`config.mk`:
```
export PLATFORM = sky130hd
export DESIGN_NAME = multicycle_sequencer
export DESIGN_NICKNAME = d
export VERILOG_FILES = /design/src/rtl/multicycle_sequencer.sv
export SDC_FILE = /design/constraint.sdc
export NUM_CORES = 1
export LEC_CHECK = 0
export CAP_MARGIN = 15
export CORE_MARGIN = 5
export CORE_UTILIZATION = 49
export DETAILED_ROUTE_END_ITERATION = 16
export PLACE_DENSITY = 0.84
export SLEW_MARGIN = 15
export SYNTH_ARGS = -nofsm -noshare
export SYNTH_HDL_FRONTEND = slang
export SYNTH_SLANG_ARGS = --single-unit
export TNS_END_PERCENT = 1
```
`constraint.sdc`:
```
create_clock -name clk -period 7.7 [get_ports clk]
set_clock_uncertainty 0.05 [all_clocks]
set_input_delay 2.31 -clock clk [delete_from_list [all_inputs] [get_ports clk]]
set_output_delay 2.31 -clock clk [all_outputs]
set_load 0.01 [all_outputs]
```
`src/rtl/multicycle_sequencer.sv`:
```
// Multi-cycle KGP-RISC control sequencer: per-phase PC/IR/RF/memory strobes; PERF_CNT_EN adds retire/cycle counters.
// Latency: 4 cycles per ALU/BRANCH-free instruction with immediate acks, plus one cycle per memory wait state.
// Backpressure: imem_req/dmem_rd/dmem_wr held until ready; TIMEOUT_CYCLES unacked cycles trap to ERROR.
module multicycle_sequencer #(
    parameter int TIMEOUT_CYCLES = 16,
    parameter int CNT_W          = 32
) (
    input  logic       clk,
    input  logic       rst,
    input  logic       start,
    input  logic       step_mode,
    input  logic [5:0] opcode,
    input  logic       branch_taken,
    input  logic       imem_ready,
    input  logic       dmem_ready,
    output logic       imem_req,
    output logic       dmem_rd,
    output logic       dmem_wr,
    output logic       ir_we,
    output logic       rf_we,
    output logic       pc_we,
    output logic       pc_sel,
    output logic       wb_sel,
    output logic       retire,
    output logic [2:0] state,
    output logic       halted,
    output logic       error
`ifdef PERF_CNT_EN
    ,
    output logic [CNT_W-1:0] instr_count,
    output logic [CNT_W-1:0] cycle_count
`endif
);

    typedef enum logic [2:0] {
        S_IDLE   = 3'd0,
        S_FETCH  = 3'd1,
        S_DECODE = 3'd2,
        S_EXEC   = 3'd3,
        S_MEM    = 3'd4,
        S_WB     = 3'd5,
        S_HALT   = 3'd6,
        S_ERROR  = 3'd7
    } state_t;

    localparam int WAIT_W = $clog2(TIMEOUT_CYCLES + 1);
    localparam logic [WAIT_W-1:0] WAIT_LAST = WAIT_W'(TIMEOUT_CYCLES - 1);

    if (TIMEOUT_CYCLES < 1 || CNT_W < 1) begin : g_param_check
        $error("multicycle_sequencer: TIMEOUT_CYCLES and CNT_W must be >= 1");
    end

    state_t            state_q, state_d;
    logic [WAIT_W-1:0] wait_q, wait_d;

    logic is_alu, is_load, is_store, is_branch, is_halt;
    logic imem_req_c, dmem_rd_c, dmem_wr_c, ir_we_c, rf_we_c;
    logic pc_we_c, pc_sel_c, wb_sel_c, retire_c;

    assign is_alu    = (opcode == 6'b000000) || (opcode == 6'b000001);
    assign is_load   = (opcode == 6'b000010);
    assign is_store  = (opcode == 6'b000011);
    assign is_branch = (opcode == 6'b000100);
    assign is_halt   = (opcode == 6'b111111);

    always_ff @(posedge clk) begin
        if (rst) begin
            state_q <= S_IDLE;
            wait_q  <= '0;
        end else begin
            state_q <= state_d;
            wait_q  <= wait_d;
        end
    end

    always_comb begin
        state_d    = state_q;
        wait_d     = wait_q;
        imem_req_c = 1'b0;
        dmem_rd_c  = 1'b0;
        dmem_wr_c  = 1'b0;
        ir_we_c    = 1'b0;
        rf_we_c    = 1'b0;
        pc_we_c    = 1'b0;
        pc_sel_c   = 1'b0;
        wb_sel_c   = 1'b0;
        retire_c   = 1'b0;
        case (state_q)
            S_IDLE: begin
                if (start) state_d = S_FETCH;
            end
            S_FETCH: begin
                imem_req_c = 1'b1;
                if (imem_ready) begin
                    ir_we_c = 1'b1;
                    state_d = S_DECODE;
                end else if (wait_q == WAIT_LAST) begin
                    state_d = S_ERROR;
                end else begin
                    wait_d = wait_q + WAIT_W'(1);
                end
            end
            S_DECODE: begin
                if (is_halt)                                        state_d = S_HALT;
                else if (is_alu || is_load || is_store || is_branch) state_d = S_EXEC;
                else                                                state_d = S_ERROR;
            end
            S_EXEC: begin
                if (is_alu) begin
                    state_d = S_WB;
                end else if (is_load || is_store) begin
                    state_d = S_MEM;
                end else if (is_branch) begin
                    pc_we_c  = 1'b1;
                    pc_sel_c = branch_taken;
                    retire_c = 1'b1;
                    state_d  = step_mode ? S_IDLE : S_FETCH;
                end else begin
                    state_d = S_ERROR;
                end
            end
            S_MEM: begin
                dmem_rd_c = is_load;
                dmem_wr_c = is_store;
                if (!(is_load || is_store)) begin
                    state_d = S_ERROR;
                end else if (dmem_ready) begin
                    if (is_load) begin
                        state_d = S_WB;
                    end else begin
                        pc_we_c  = 1'b1;
                        retire_c = 1'b1;
                        state_d  = step_mode ? S_IDLE : S_FETCH;
                    end
                end else if (wait_q == WAIT_LAST) begin
                    state_d = S_ERROR;
                end else begin
                    wait_d = wait_q + WAIT_W'(1);
                end
            end
            S_WB: begin
                rf_we_c  = 1'b1;
                pc_we_c  = 1'b1;
                retire_c = 1'b1;
                wb_sel_c = is_load;
                state_d  = step_mode ? S_IDLE : S_FETCH;
            end
            S_HALT:  state_d = S_HALT;
            S_ERROR: state_d = S_ERROR;
            default: state_d = S_ERROR;
        endcase
        // Every phase change starts a fresh wait window for the next request.
        if (state_d != state_q) wait_d = '0;
    end

    // Reset forces every output low combinationally so a pending request drops in the reset cycle.
    assign imem_req = imem_req_c & ~rst;
    assign dmem_rd  = dmem_rd_c  & ~rst;
    assign dmem_wr  = dmem_wr_c  & ~rst;
    assign ir_we    = ir_we_c    & ~rst;
    assign rf_we    = rf_we_c    & ~rst;
    assign pc_we    = pc_we_c    & ~rst;
    assign pc_sel   = pc_sel_c   & ~rst;
    assign wb_sel   = wb_sel_c   & ~rst;
    assign retire   = retire_c   & ~rst;
    assign state    = rst ? 3'd0 : state_q;
    assign halted   = ~rst & (state_q == S_HALT);
    assign error    = ~rst & (state_q == S_ERROR);

`ifdef PERF_CNT_EN
    logic [CNT_W-1:0] instr_q, cycle_q;

    always_ff @(posedge clk) begin
        if (rst) begin
            instr_q <= '0;
            cycle_q <= '0;
        end else begin
            if (retire_c) instr_q <= instr_q + CNT_W'(1);
            if (state_q inside {S_FETCH, S_DECODE, S_EXEC, S_MEM, S_WB})
                cycle_q <= cycle_q + CNT_W'(1);
        end
    end

    assign instr_count = instr_q;
    assign cycle_count = cycle_q;
`endif

endmodule

```
==> metrics.md, run 1 <==
| Metric | Value |
|---|---|
| Status | `completed` |
| Final clock period utilization by the worst path | `89.4%` |
| Global-route wire length before repair | `3450 µm` |
| Slew at the pin closest to its max-slew limit | `572 ps` |
| Final setup violation count | `0` |
| Area share of the largest cell type after synthesis | `19.2%` |
| Critical setup path kind | `input port to primary output` |
| Fraction of power consumed by the clock network | `11.8%` |
| Leakage power total | `between 0.3 and 0.4 nW` |
| Number of cells on the worst reg-to-reg path | `8` |
| Filler instances | `approximately 160` |
| Latest clock arrival within the worst-skew pair | `260 ps` |
| CTS tree | `done` |
| Area Overhead vs Synth | `31.4%` |
| Largest cells by area after synthesis | `dfxtp_1 (19%), nor4_1 (5.3%), nor2_1 (5.0%)` |
| Post-synthesis sequential element count | `8` |
| Finished layout cell area | `1090 µm²` |
| Setup repair after global routing missed its margin | `false` |
| Pin count of the biggest net entering global routing | `18` |
| Worst-case hold slack | `roughly 510 ps` |
| Most common cell after layout, fill and taps aside | `clkdlybuf4s50_1` |
| Largest area contributor in the synthesized netlist | `dfxtp_1` |
| Die outline height | `51.2 µm` |
| Antenna diodes | `0` |
| Number of vias per cell | `6.23` |
| Combinational group share of total power | `58.3%` |
| Commonest register cell after synthesis | `dfxtp_1` |
| Highest net fanout along the worst path | `7` |
| Startpoint kind of the worst setup timing path | `input port` |
| Num ports | `27` |
| Number of violations of the max-capacitance limit | `0` |
| Buffers from clock root to sink, at most | `2` |
| Utilization after layout | `65.5%` |
| Detailed-route wire length per cell | `~14 µm` |
| Port Buffer Count | `26` |
| Initial cell density of the core | `49.9%` |
| Placed inst area | `1070 µm²` |
| Clock Pin Slew Worst Setup and Hold Paths | `about 50 ps` |
| Post-cts gate resize count | `0` |
| Net switching power | `0.130 mW` |
| Final GP Congestion | `0.971` |
| Setup Total Neg Slack | `0 ps` |
| Width of the chip | `51.2 µm` |
| Most used cells in the layout excluding fill and tap cells | `clkdlybuf4s50_1 (26), nor2_1 (11), inv_1 (8), dfxtp_1 (8)` |
| Number of max-slew violations in the final report | `0` |
| Net switching fraction of the power | `48.8%` |
| Tot GR Track Use | `17.0%` |
| Classification of the worst-slack hold path | `flip-flop to flip-flop` |
| Std-Cell Core Area | `1670 µm²` |
| Residual overflow from global routing | `0` |
| Power density over cell area | `243 nW/µm²` |
| Placed Cells | `147` |
| Sequential group share of total power | `about 30%` |
| Number of standard cells after synthesis | `around 110` |
| Worst Setup Slack, final | `~820 ps` |
| Final non-filler cell total | `150` |
| Hold path depth | `2` |
| Iter 0 DRT Violations | `20` |
| Final net count | `150` |
| Internal Power | `0.136 mW` |
| Share of flip-flops with an asynchronous set or reset | `0%` |
| Via count of the first global-routing pass | `slightly below 800` |
| Initial antenna violation count | `0` |
| Combined area of all synthesized cells | `833 µm²` |
| Post-synthesis net count | `126` |
| Number of levels the H-tree was split into | `1` |
| WP data required | `5340 ps` |
| EDFF count, synth | `0` |
| Signal arrival time at the worst endpoint | `4520 ps` |
| Proportion of layout cells with a drive suffix above 1 | `about a tenth` |
| Minimum period implied by the final worst setup slack | `6880 ps` |
| Number of clock sinks seen by CTS | `8` |
| Final total power | `0.266 mW` |
| Post-CTS setup-driven buffer insertion count | `0` |
| Avg Inst Size Synth | `7.51 µm²` |
| Worst slew margin | `61.9%` |
| Final hold violations | `0` |
| Max VDD drop | `0.208 mV` |
| Maximum frequency from static timing analysis | `0.145 GHz` |
| Root buffer cell | `clkbuf_4` |
| Total wirelength of the detailed-routed design | `2120 µm` |
| DRC | `0` |
| Worst setup timing slack at the placement stage | `820 ps` |
| CTS hold repair buffers | `0` |
| Number of warnings reported in the yosys synthesis log | `0` |
| Initial DRT Pass Iterations | `4` |
| Worst setup EP type | `primary output` |
| Row count | `15` |
| Netlist cell types | `43` |
| Half-perimeter wire length of the detailed placement result | `between 1500 and 2000 µm` |
| Sequential element share of the synthesized area | `19.2%` |
| Die Footprint | `2630 µm²` |
| Number of routed nets with antenna violations | `0` |
| Vias after detailed routing | `935` |
| Cts bufs inserted | `3` |
[final cells by class]
| type | count | area (µm²) | area share [%] |
|---|---|---|---|
| sequential | 8 | 160 | 14.6 |
| tap | 17 | 21.3 | 1.94 |
| clock buffer | 3 | 22.5 | 2.06 |
| inverter | 8 | 30.0 | 2.74 |
| multi-input combinational | 88 | 601 | 54.9 |
| timing repair buffer | 26 | 260 | 23.8 |
[Yosys cell counts, types with 4 or more instances]
master and number:
nor2_1 11, dfxtp_1 8, inv_1 8, a21oi_1 7, nor4_1 7, nand2_1 6
nand3_1 6, o21ai_0 5, buf_2 4, nor3_1 4
[layer usage]
metal	up-vias	track usage [%]	part of all wire, %
li1	458	-	-
met1	428	20.6	43
met2	42	28.8	47
met3	7	5.54	8.4
met4	0	4.37	1.6
met5	-	0	0
[power by group through the flow]
stage	sequential (mW)	combinational [mW]	clock, mW
after global placement	0.0786	0.153	0
final	0.0794	0.155	0.0315
after CTS	0.0788	0.155	0.0334
after global routing	0.0824	0.168	0.0357
after floorplan	0.0554	0.138	0
after detailed placement	0.0796	0.155	0
[registers in the layout, summed over array words and instances (netlist names)]
name	count
state_q	3
wait_q	5
[worst paths after layout]
kind	to	from	slack [ps]
worst max-delay path	pc_we	opcode[3]	820
worst min-delay path	wait_q[1]	wait_q[1]	510
worst max register to register	wait_q[0]	wait_q[0]	5520
worst min register to register	wait_q[1]	wait_q[1]	510
[kinds of logic (layout without fill, tap and decap cells)]
logic type	Yosys count	in the layout	share of synthesized area, %
xor+xnor	3	3	3.15
compound gates	25	25	20.3
fa+ha+maj	2	2	3.00
simple gates	55	55	41.6
mux	3	3	4.05
buf+inv	15	37	8.71
flops	8	8	19.2
[worst max-delay path, stage by stage]
cell and delay, ps:
clkdlybuf4s50_1 470, nor3_4 320, nand3_1 240, or3_1 420, a21oi_1 190, clkdlybuf4s50_1 570
Note: power is estimated with default switching activity, not from simulation.
==> run 2: changes to the inputs <==
--- a/config.mk
+++ b/config.mk
@@ -9,6 +9,7 @@
 export CORE_MARGIN = 5
 export CORE_UTILIZATION = 49
 export DETAILED_ROUTE_END_ITERATION = 16
+export GPL_ROUTABILITY_DRIVEN = 0
 export PLACE_DENSITY = 0.84
 export SLEW_MARGIN = 15
 export SYNTH_ARGS = -nofsm -noshare
==> constraint.sdc (replaced) <==
create_clock -name clk -period 7.7 [get_ports clk]
set_clock_uncertainty 0.05 [all_clocks]
set_input_delay 1.54 -clock clk [delete_from_list [all_inputs] [get_ports clk]]
set_output_delay 1.54 -clock clk [all_outputs]
set_load 0.01 [all_outputs]
==> run 2 against run 1 <==
Sequential power about the same; cell area stayed put; count of clock-buffer cells in the layout unchanged; worst hold slack better by 3.0 ps; total power rose by 0.22%; sequential share of layout area unchanged; critical path depth unchanged; flip-flop and latch count unchanged; final cell count unchanged; largest cell class unchanged; largest power group unchanged.
==> metrics.md, run 2 (synthesized netlist as in run 1, its figures left out) <==
| Metric | Value |
|---|---|
| Num ports | `27 (unchanged)` |
| Iter 0 DRT Violations | `31 (+55%)` |
| Startpoint kind of the worst setup timing path | `input port` |
| Sequential group share of total power | `29.7% (about the same)` |
| Net switching fraction of the power | `48.9% (+0.13 points)` |
| Number of clock sinks seen by CTS | `8 (unchanged)` |
| Utilization after layout | `65.5% (unchanged)` |
| R2R Setup Slk | `5520 ps (about the same)` |
| Area Overhead vs Synth | `31.4% (unchanged)` |
| Post-CTS setup-driven buffer insertion count | `0 (unchanged)` |
| CTS tree | `done` |
| Net switching power | `0.130 mW (+0.49%)` |
| Initial antenna violation count | `0 (unchanged)` |
| Maximum frequency from static timing analysis | `0.187 GHz (+28%)` |
| Final net count | `150 (unchanged)` |
| Vias after detailed routing | `938 (+0.32%)` |
| Max VDD drop | `0.165 mV (-21%)` |
| Std-Cell Core Area | `1670 µm² (unchanged)` |
| DRC | `0 (unchanged)` |
| Total wirelength of the detailed-routed design | `2120 µm (-0.14%)` |
| Post-cts gate resize count | `0 (unchanged)` |
| Largest Register | `wait_q` |
| Via count of the first global-routing pass | `796 (+0.38%)` |
| Final hold violations | `0 (unchanged)` |
| Slew at the pin closest to its max-slew limit | `579 ps (+7.48 ps)` |
| Combinational group share of total power | `58.9% (+0.6 points)` |
| Highest net fanout along the worst path | `7 (unchanged)` |
| Critical Path Most Common Cell | `clkdlybuf4s50_1` |
| Internal Power | `0.136 mW (about the same)` |
| Kind of cell with the highest combined delay on the critical path | `buffers and inverters` |
| Detailed-route wire length per cell | `14.1 µm (-0.14%)` |
| Filler instances | `151 (-7.4%)` |
| Status | `completed` |
| Final non-filler cell total | `150 (unchanged)` |
| Most common cell after layout, fill and taps aside | `clkdlybuf4s50_1` |
| Pin count of the biggest net entering global routing | `18 (unchanged)` |
| Initial DRT Pass Iterations | `4 (unchanged)` |
| Number of violations of the max-capacitance limit | `0 (unchanged)` |
| Combined buffer and inverter count along the critical path | `2 (unchanged)` |
| Flip-flop count of the largest register after layout | `5 (unchanged)` |
| Clock Pin Slew Worst Setup and Hold Paths | `50 ps (about the same)` |
| Most used cells in the layout excluding fill and tap cells | `clkdlybuf4s50_1 (26), nor2_1 (11), inv_1 (8), dfxtp_1 (8)` |
| Number of vias per cell | `6.25 (+0.32%)` |
| Proportion of layout cells with a drive suffix above 1 | `10.5% (unchanged)` |
| Final total power | `0.267 mW (+0.22%)` |
| Signal arrival time at the worst endpoint | `3770 ps (-750 ps)` |
| Root buffer cell | `clkbuf_4` |
| Width of the chip | `51.2 µm (unchanged)` |
| Antenna diodes | `0 (unchanged)` |
| Registers with the most flip-flops | `wait_q: 5 flops, state_q: 3 flops` |
| Die Footprint | `2630 µm² (unchanged)` |
| Buffers from clock root to sink, at most | `2 (unchanged)` |
| Cts bufs inserted | `3 (unchanged)` |
| Residual overflow from global routing | `0 (unchanged)` |
| Minimum period implied by the final worst setup slack | `5360 ps (-1520 ps)` |
| Worst setup EP type | `primary output` |
| Classification of the worst-slack hold path | `flip-flop to flip-flop` |
| Tot GR Track Use | `16.7% (-0.29 points)` |
| Port Buffer Count | `26 (unchanged)` |
| Critical setup path kind | `input port to primary output` |
| Number of levels the H-tree was split into | `1 (unchanged)` |
| Sequence of cells on the critical path | `clkdlybuf4s50_1 -> nor3_4 -> nand3_1 -> or3_1 -> a21oi_1 -> clkdlybuf4s50_1` |
| Max incr delay on CP | `570 ps (about the same)` |
| Setup repair after global routing missed its margin | `false` |
| Fraction of power consumed by the clock network | `11.5% (-0.3 points)` |
| Latest clock arrival within the worst-skew pair | `250 ps (about the same)` |
| Initial cell density of the core | `49.9% (unchanged)` |
| Leakage power total | `0.394 nW (unchanged)` |
| Power density over cell area | `244 nW/µm² (+0.22%)` |
| WP data required | `6110 ps (+770 ps)` |
| CTS hold repair buffers | `0 (unchanged)` |
| Number of max-slew violations in the final report | `0 (unchanged)` |
| Final clock period utilization by the worst path | `69.6% (-20 points)` |
| Half-perimeter wire length of the detailed placement result | `1730 µm (-1.9%)` |
| Die outline height | `51.2 µm (unchanged)` |
| Final setup violation count | `0 (unchanged)` |
| Max stage delay cell, worst path | `clkdlybuf4s50_1` |
| Number of routed nets with antenna violations | `0 (unchanged)` |
| Row count | `15 (unchanged)` |
| Placed Cells | `147 (unchanged)` |
| Worst slew margin | `61.4% (-0.50 points)` |
| Setup Total Neg Slack | `0 ps (unchanged)` |
| Global-route wire length before repair | `3420 µm (-0.81%)` |
run 2: cell counts in the layout (fill, tap and decap cells not counted):
No cell type changed its count.
run 2: worst paths after layout:
path         startpoint        end  depth (start not counted)
max           opcode[3]     retire                          6
min           wait_q[1]  wait_q[1]                          2
max reg2reg   wait_q[0]  wait_q[3]                          8
min reg2reg   wait_q[1]  wait_q[1]                          2
run 2: per-layer routing:
layer  GRT usage [%]  part of all wire, %  wire length (µm)  vias to the layer above
met1            20.3                   43               901                      433
met2            28.3                   48              1010                       45
li1                -                    -                 -                      458
met4            3.93                 0.43                 9                        0
met3            5.54                  9.1               192                        2
met5               0                    0                 0                        -
run 2: layout make-up:
class / count / area (µm²) / area share, %
repair buffers: 26 / 260 / 23.8
multi-input cells: 88 / 601 / 54.9
flip-flops and latches: 8 / 160 / 14.6
well taps: 17 / 21.3 / 1.94
clock buffers: 3 / 22.5 / 2.06
inverters: 8 / 30.0 / 2.74
run 2: worst reg2reg max path: cells and delay by family, from the launching register on:
kind | cells | cell delay [ps]
muxes | 1 | 400
and+or+nand+nor | 3 | 420
DFF | 1 | 320
AOI/OAI and AO/OA | 2 | 410
adders and majority gates | 2 | 450
run 2: power groups by stage:
stage	Sequential (mW)	Combinational [mW]	Clock (mW)
global placement	0.0786	0.153	0
finish	0.0791	0.157	0.0306
global route	0.0824	0.170	0.0336
detailed placement	0.0792	0.156	0
CTS	0.0785	0.156	0.0321
floorplan	0.0554	0.138	0
run 2: through the flow:
step                      setup WS [ps]  hold WS, ps  instance area (µm²)
final                              2340          510                 1090
after global routing               2210          539                 1090
after CTS                          2360          511                 1090
after detailed placement           2370          504                 1070
after global placement             2440          495                 1070
after floorplan                    3300          477                  833
